$ cat config.mk
export PLATFORM = sky130hd
export DESIGN_NAME = shrimp_alu_issue
export DESIGN_NICKNAME = d
export VERILOG_FILES = /design/src/rtl/shrimp_alu_issue.sv
export SDC_FILE = /design/constraint.sdc
export NUM_CORES = 1
export LEC_CHECK = 0
export CORE_UTILIZATION = 45
export DETAILED_ROUTE_END_ITERATION = 8
export PLACE_DENSITY_LB_ADDON = 0.1
export SLEW_MARGIN = 20
export SYNTH_ARGS = -nofsm -noshare
export SYNTH_HDL_FRONTEND = slang
export SYNTH_SLANG_ARGS = --single-unit
$ cat constraint.sdc
create_clock -name clk -period 2.25 [get_ports clk]
set_input_delay 0.5625 -clock clk [delete_from_list [all_inputs] [get_ports clk]]
set_output_delay 0.5625 -clock clk [all_outputs]
set_load 0.005 [all_outputs]
$ cat src/rtl/shrimp_alu_issue.sv
// Issue front end for the shrimp 8-bit ALU; sequences 16-bit ops as byte passes (LO, HI, optional carry INC).
// Optional completed-response counter on op_count when SHRIMP_ALU_ISSUE_OPCNT_EN is defined.
package shrimp_alu_pkg;
  typedef enum logic [2:0] {
    ALU_XOR  = 3'd0,
    ALU_AND  = 3'd1,
    ALU_OR   = 3'd2,
    ALU_ADDU = 3'd3,
    ALU_ADDS = 3'd4,
    ALU_NEG  = 3'd5,
    ALU_CMP  = 3'd6
  } alu_opcode_e;
endpackage

module shrimp_alu_issue
  import shrimp_alu_pkg::*;
(
  input  logic        clk,
  input  logic        rst,
  input  logic        req_valid,
  output logic        req_ready,
  input  alu_opcode_e req_op,
  input  logic        req_wide,
  input  logic [15:0] req_a,
  input  logic [15:0] req_b,
  output logic [7:0]  alu_operand_a,
  output logic [7:0]  alu_operand_b,
  output alu_opcode_e alu_op_code,
  input  logic [7:0]  alu_result,
  input  logic        alu_carry,
  input  logic        alu_overflow,
  output logic        rsp_valid,
  input  logic        rsp_ready,
  output logic [15:0] rsp_result,
  output logic        rsp_carry,
  output logic        rsp_overflow,
  output logic        rsp_err
`ifdef SHRIMP_ALU_ISSUE_OPCNT_EN
  ,
  output logic [15:0] op_count
`endif
);

  typedef enum logic [2:0] {S_IDLE, S_LO, S_HI, S_INC, S_RESP} state_e;

  state_e      r_state, w_next;
  alu_opcode_e r_op;
  logic        r_wide;
  logic [15:0] r_a, r_b;
  logic        r_cl;
  logic        w_wide_ok;

  assign w_wide_ok = req_op inside {ALU_XOR, ALU_AND, ALU_OR, ALU_ADDU};

  always_comb begin
    w_next        = r_state;
    req_ready     = 1'b0;
    rsp_valid     = 1'b0;
    alu_operand_a = 8'h00;
    alu_operand_b = 8'h00;
    alu_op_code   = ALU_XOR;
    case (r_state)
      S_IDLE: begin
        req_ready = 1'b1;
        if (req_valid) w_next = (req_wide && !w_wide_ok) ? S_RESP : S_LO;
      end
      S_LO: begin
        alu_operand_a = r_a[7:0];
        alu_operand_b = r_b[7:0];
        alu_op_code   = r_op;
        w_next        = r_wide ? S_HI : S_RESP;
      end
      S_HI: begin
        alu_operand_a = r_a[15:8];
        alu_operand_b = r_b[15:8];
        alu_op_code   = r_op;
        w_next        = (r_op == ALU_ADDU && r_cl) ? S_INC : S_RESP;
      end
      // Propagate the low-byte carry into the already-latched high byte.
      S_INC: begin
        alu_operand_a = rsp_result[15:8];
        alu_operand_b = 8'h01;
        alu_op_code   = ALU_ADDU;
        w_next        = S_RESP;
      end
      S_RESP: begin
        rsp_valid = 1'b1;
        if (rsp_ready) w_next = S_IDLE;
      end
      default: w_next = S_IDLE;
    endcase
  end

  always_ff @(posedge clk) begin
    if (rst) begin
      r_state      <= S_IDLE;
      r_op         <= ALU_XOR;
      r_wide       <= 1'b0;
      r_a          <= 16'h0000;
      r_b          <= 16'h0000;
      r_cl         <= 1'b0;
      rsp_result   <= 16'h0000;
      rsp_carry    <= 1'b0;
      rsp_overflow <= 1'b0;
      rsp_err      <= 1'b0;
    end else begin
      r_state <= w_next;
      case (r_state)
        S_IDLE: begin
          if (req_valid) begin
            r_op         <= req_op;
            r_wide       <= req_wide;
            r_a          <= req_a;
            r_b          <= req_b;
            r_cl         <= 1'b0;
            rsp_result   <= 16'h0000;
            rsp_carry    <= 1'b0;
            rsp_overflow <= 1'b0;
            rsp_err      <= req_wide && !w_wide_ok;
          end
        end
        S_LO: begin
          rsp_result[7:0] <= alu_result;
          if (r_wide) begin
            r_cl <= alu_carry;
          end else begin
            rsp_carry    <= alu_carry;
            rsp_overflow <= alu_overflow;
          end
        end
        // Wide logic ops report no carry; wide overflow is always zero.
        S_HI: begin
          rsp_result[15:8] <= alu_result;
          rsp_carry        <= (r_op == ALU_ADDU) && alu_carry;
        end
        S_INC: begin
          rsp_result[15:8] <= alu_result;
          rsp_carry        <= rsp_carry | alu_carry;
        end
        default: ;
      endcase
    end
  end

`ifdef SHRIMP_ALU_ISSUE_OPCNT_EN
  always_ff @(posedge clk) begin
    if (rst) op_count <= 16'h0000;
    else if (rsp_valid && rsp_ready) op_count <= op_count + 16'h0001;
  end
`endif

endmodule

==> metrics.txt <==
status=completed; Leak=about 0.0015 uW; H-tree depth=3; Final Hold Vio Count=0; die area=between 6000 and 7000 um2; antenna cells=0; pins over their slew limit=0; CTS Buf Count=9; mux cell area share after synthesis=0.0342; worst r2r src=r_state[0]; CTS Hold Bufs=0; All-Layer GR Usage=0.246; critical path capture point type=primary output; Initial Utilization=0.473; Ys Warns=0; initial antenna violation count=0; DRC violation count after routing=0; Total Neg Setup Slack=0 ps; met1 Track Usage GR=0.309; crit share post-route=0.977; worst hold path class=reg -> reg; RSZ-0062 raised after global routing=true; Post-synth EDFFs=0; WHS Endpoint=r_a[0]; most common cell after layout, fill and taps aside=nand2_1; CP startpoint kind=flip-flop; Reg2Reg Capture Point=rsp_result[11]; vias in the first global route=roughly 2500; Cell Rows=27; Post-Synth Simple-Gate Area=0.234; Core ar.=around 5600 um2; Max FO, Critical Path=5; M3 GR Usage=0.0488; Root Buffer=clkbuf_8; total gr overflow=0; drt total wl=7520 um; first-pass GRT wire length=11800 um; Via density=between 5 and 6; Area Overhead vs Synth=49.4%; combinational family with the most area after synthesis=simple AND/OR/NAND/NOR gates; Fmax=0.455 GHz; hold_sp=r_a[0]; # setup viols final=0; vias=2742; CTS tree=done; Synth Cell Area=roughly 2600 um2; Main synth FF type=dfxtp_1; routability cong.=approximately 0.86; fin nets=480; Seq/Total Area, Yosys=0.448; pwr dens=662 nW/um2; layer with the highest usage=met2; Mapped Nets=approximately 390; DRT Pass-1 Iters=4; R2R setup slack=slightly below 400 ps; Data arrival, critical path=~1600 ps; register bit count reported by yosys=59; CP Cell Sequence=buf_6, mux2_2, a22oi_2, nor2_1, dlygate4sd2_1; Crit path buffers/inverters=2; Worst Hold Depth=2; Clock Sinks=between 50 and 60; Avg Cell Area, Syn=7.80 um2; Synth async-reset ratio=0; CP max stage cell=dfxtp_4; kind of critical path=reg -> out; Die H=roughly 80 um; critical path's top delay family=flip-flops; IO buf count=89; Post-DP HPWL=4860 um; cells after synthesis=338; WP data required=1690 ps; Final Util=0.707; XOR/XNOR Fraction of Synth Area=0; worst-margin pin slew=between 500 and 600 ps; Rel. slew slack=0.604; commonest cells after routing, fill and taps aside=nand2_1, clkdlybuf4s50_1, a21oi_1, dfxtp_1, nor2_1; Distinct cells, synth=33; clk_skew=4.40 ps; ANT nets after route=0; Max Cap Viol=0; Period minus WS final=about 2200 ps; Reg2Reg Depth=6; Worst-Skew Late Latency=between 300 and 400 ps; met2 layer usage reported by global route=0.402; slowest stage delay, CP=just under 400 ps; ratio of cells with drive above 1 in the final layout=0.143; I/O pin count=90; wire per inst=about 15 um; initial drt markers=between 150 and 200; Peak VDD IR=between 0.0004 and 0.0005 V; Die W=between 70 and 80 um; Clock Path Buffers=2; Worst-path clk slew=around 60 ps; compound-gate portion of the synthesized area=0.215; Synth Area in Adders=0; largest net degree at the start of global routing=slightly below 60
-- cells in the mapped netlist, types with 2 or more instances --
master    number  share of area
clkbuf_1      12          0.017
buf_6          5          0.021
nand2b_1       5          0.012
a31oi_1        3         0.0071
dfxtp_1       59           0.45
o21ai_0       11          0.021
o311ai_0       2         0.0066
mux2_2         8          0.034
nor2b_1        3         0.0071
a22oi_1       15          0.043
o211ai_1       2         0.0057
inv_1          3         0.0043
buf_4          2         0.0057
nor2_1        17          0.024
nand3_1        9          0.017
or2_2          2         0.0047
buf_2         10          0.019
a21oi_1       61           0.12
nor3_1         3         0.0057
nand2_1       93           0.13
-- metal layers --
layer  vias up  routed length [um]
met2        95                3760
met5         -                   0
met4         0                  77
met1      1302                3300
li1       1337                   -
met3         8                 381
-- cell type report --
class | instances | area [um2]
inverter | 3 | 11.3
clock buffer | 14 | 183
timing repair buffer | 111 | 1090
clock inverter | 1 | 30.0
sequential | 59 | 1190
fill | 480 | 1640
tap | 72 | 90.1
multi-input combinational | 246 | 1340
-- through the flow --
| step | hold WS [ps] | cells | setup slack, ps | power (uW) | area [um2] |
|---|---|---|---|---|---|
| 3_5_place_dp | 446 | 484 | 120 | 1590 | 3590 |
| 5_1_grt | 479 | 506 | -9.87 | 2720 | 3940 |
| 6_report | 452 | 506 | 51.1 | 2610 | 3940 |
| 4_1_cts | 454 | 502 | -60.4 | 2600 | 3860 |
| 2_1_floorplan | 433 | 338 | 447 | 1390 | 2640 |
| 3_3_place_gp | 439 | 484 | 170 | 1580 | 3590 |
-- repair_timing --
action,4_1_cts,5_1_grt
pin swaps,0,2
gates cloned,3,0
endpoints found under the setup margin,20,9
setup buffers,0,4
resized for setup,38,11
-- cell families (layout without fill, tap and decap cells) --
group | count (synthesis) | in the layout
AND/OR/NAND/NOR | 139 | 139
multiplexers | 8 | 8
buffers and inverters | 33 | 129
flip-flops | 59 | 59
AO/OA/AOI/OAI | 99 | 99
-- worst max-delay path by stage --
| stage | cells past startpoint | end | from | slack [ps] |
|---|---|---|---|---|
| final | 5 | alu_operand_a[1] | r_state[1] | 50 |
| after global routing | 6 | alu_operand_b[7] | r_state[0] | -10 |
| after CTS | 4 | alu_operand_b[0] | r_state[1] | -60 |
| after detailed placement | 5 | rsp_result[11] | req_valid | 120 |
| after global placement | 4 | alu_operand_b[0] | r_state[0] | 170 |
| after floorplan | 5 | alu_operand_a[0] | r_state[1] | 450 |
-- flip-flops by register name, summed over array words and instances (netlist names), 3 cells and up --
signal      count
r_op            3
r_a            16
r_state         3
rsp_result     16
r_b            16
-- worst register-to-register path: cells and delay by family (launching register included) --
kind            cells  cell delay, ps
compound gates      1              80
simple gates        2             740
buf+inv             3             560
flops               1             350
-- report_power, final --
part           switching, uW  leakage [uW]  internal [uW]
clock                    390      0.000109            627
sequential              38.2      0.000483           1110
combinational            219      0.000956            229
total                    646       0.00155           1960
Note: power is estimated with default switching activity, not from simulation.
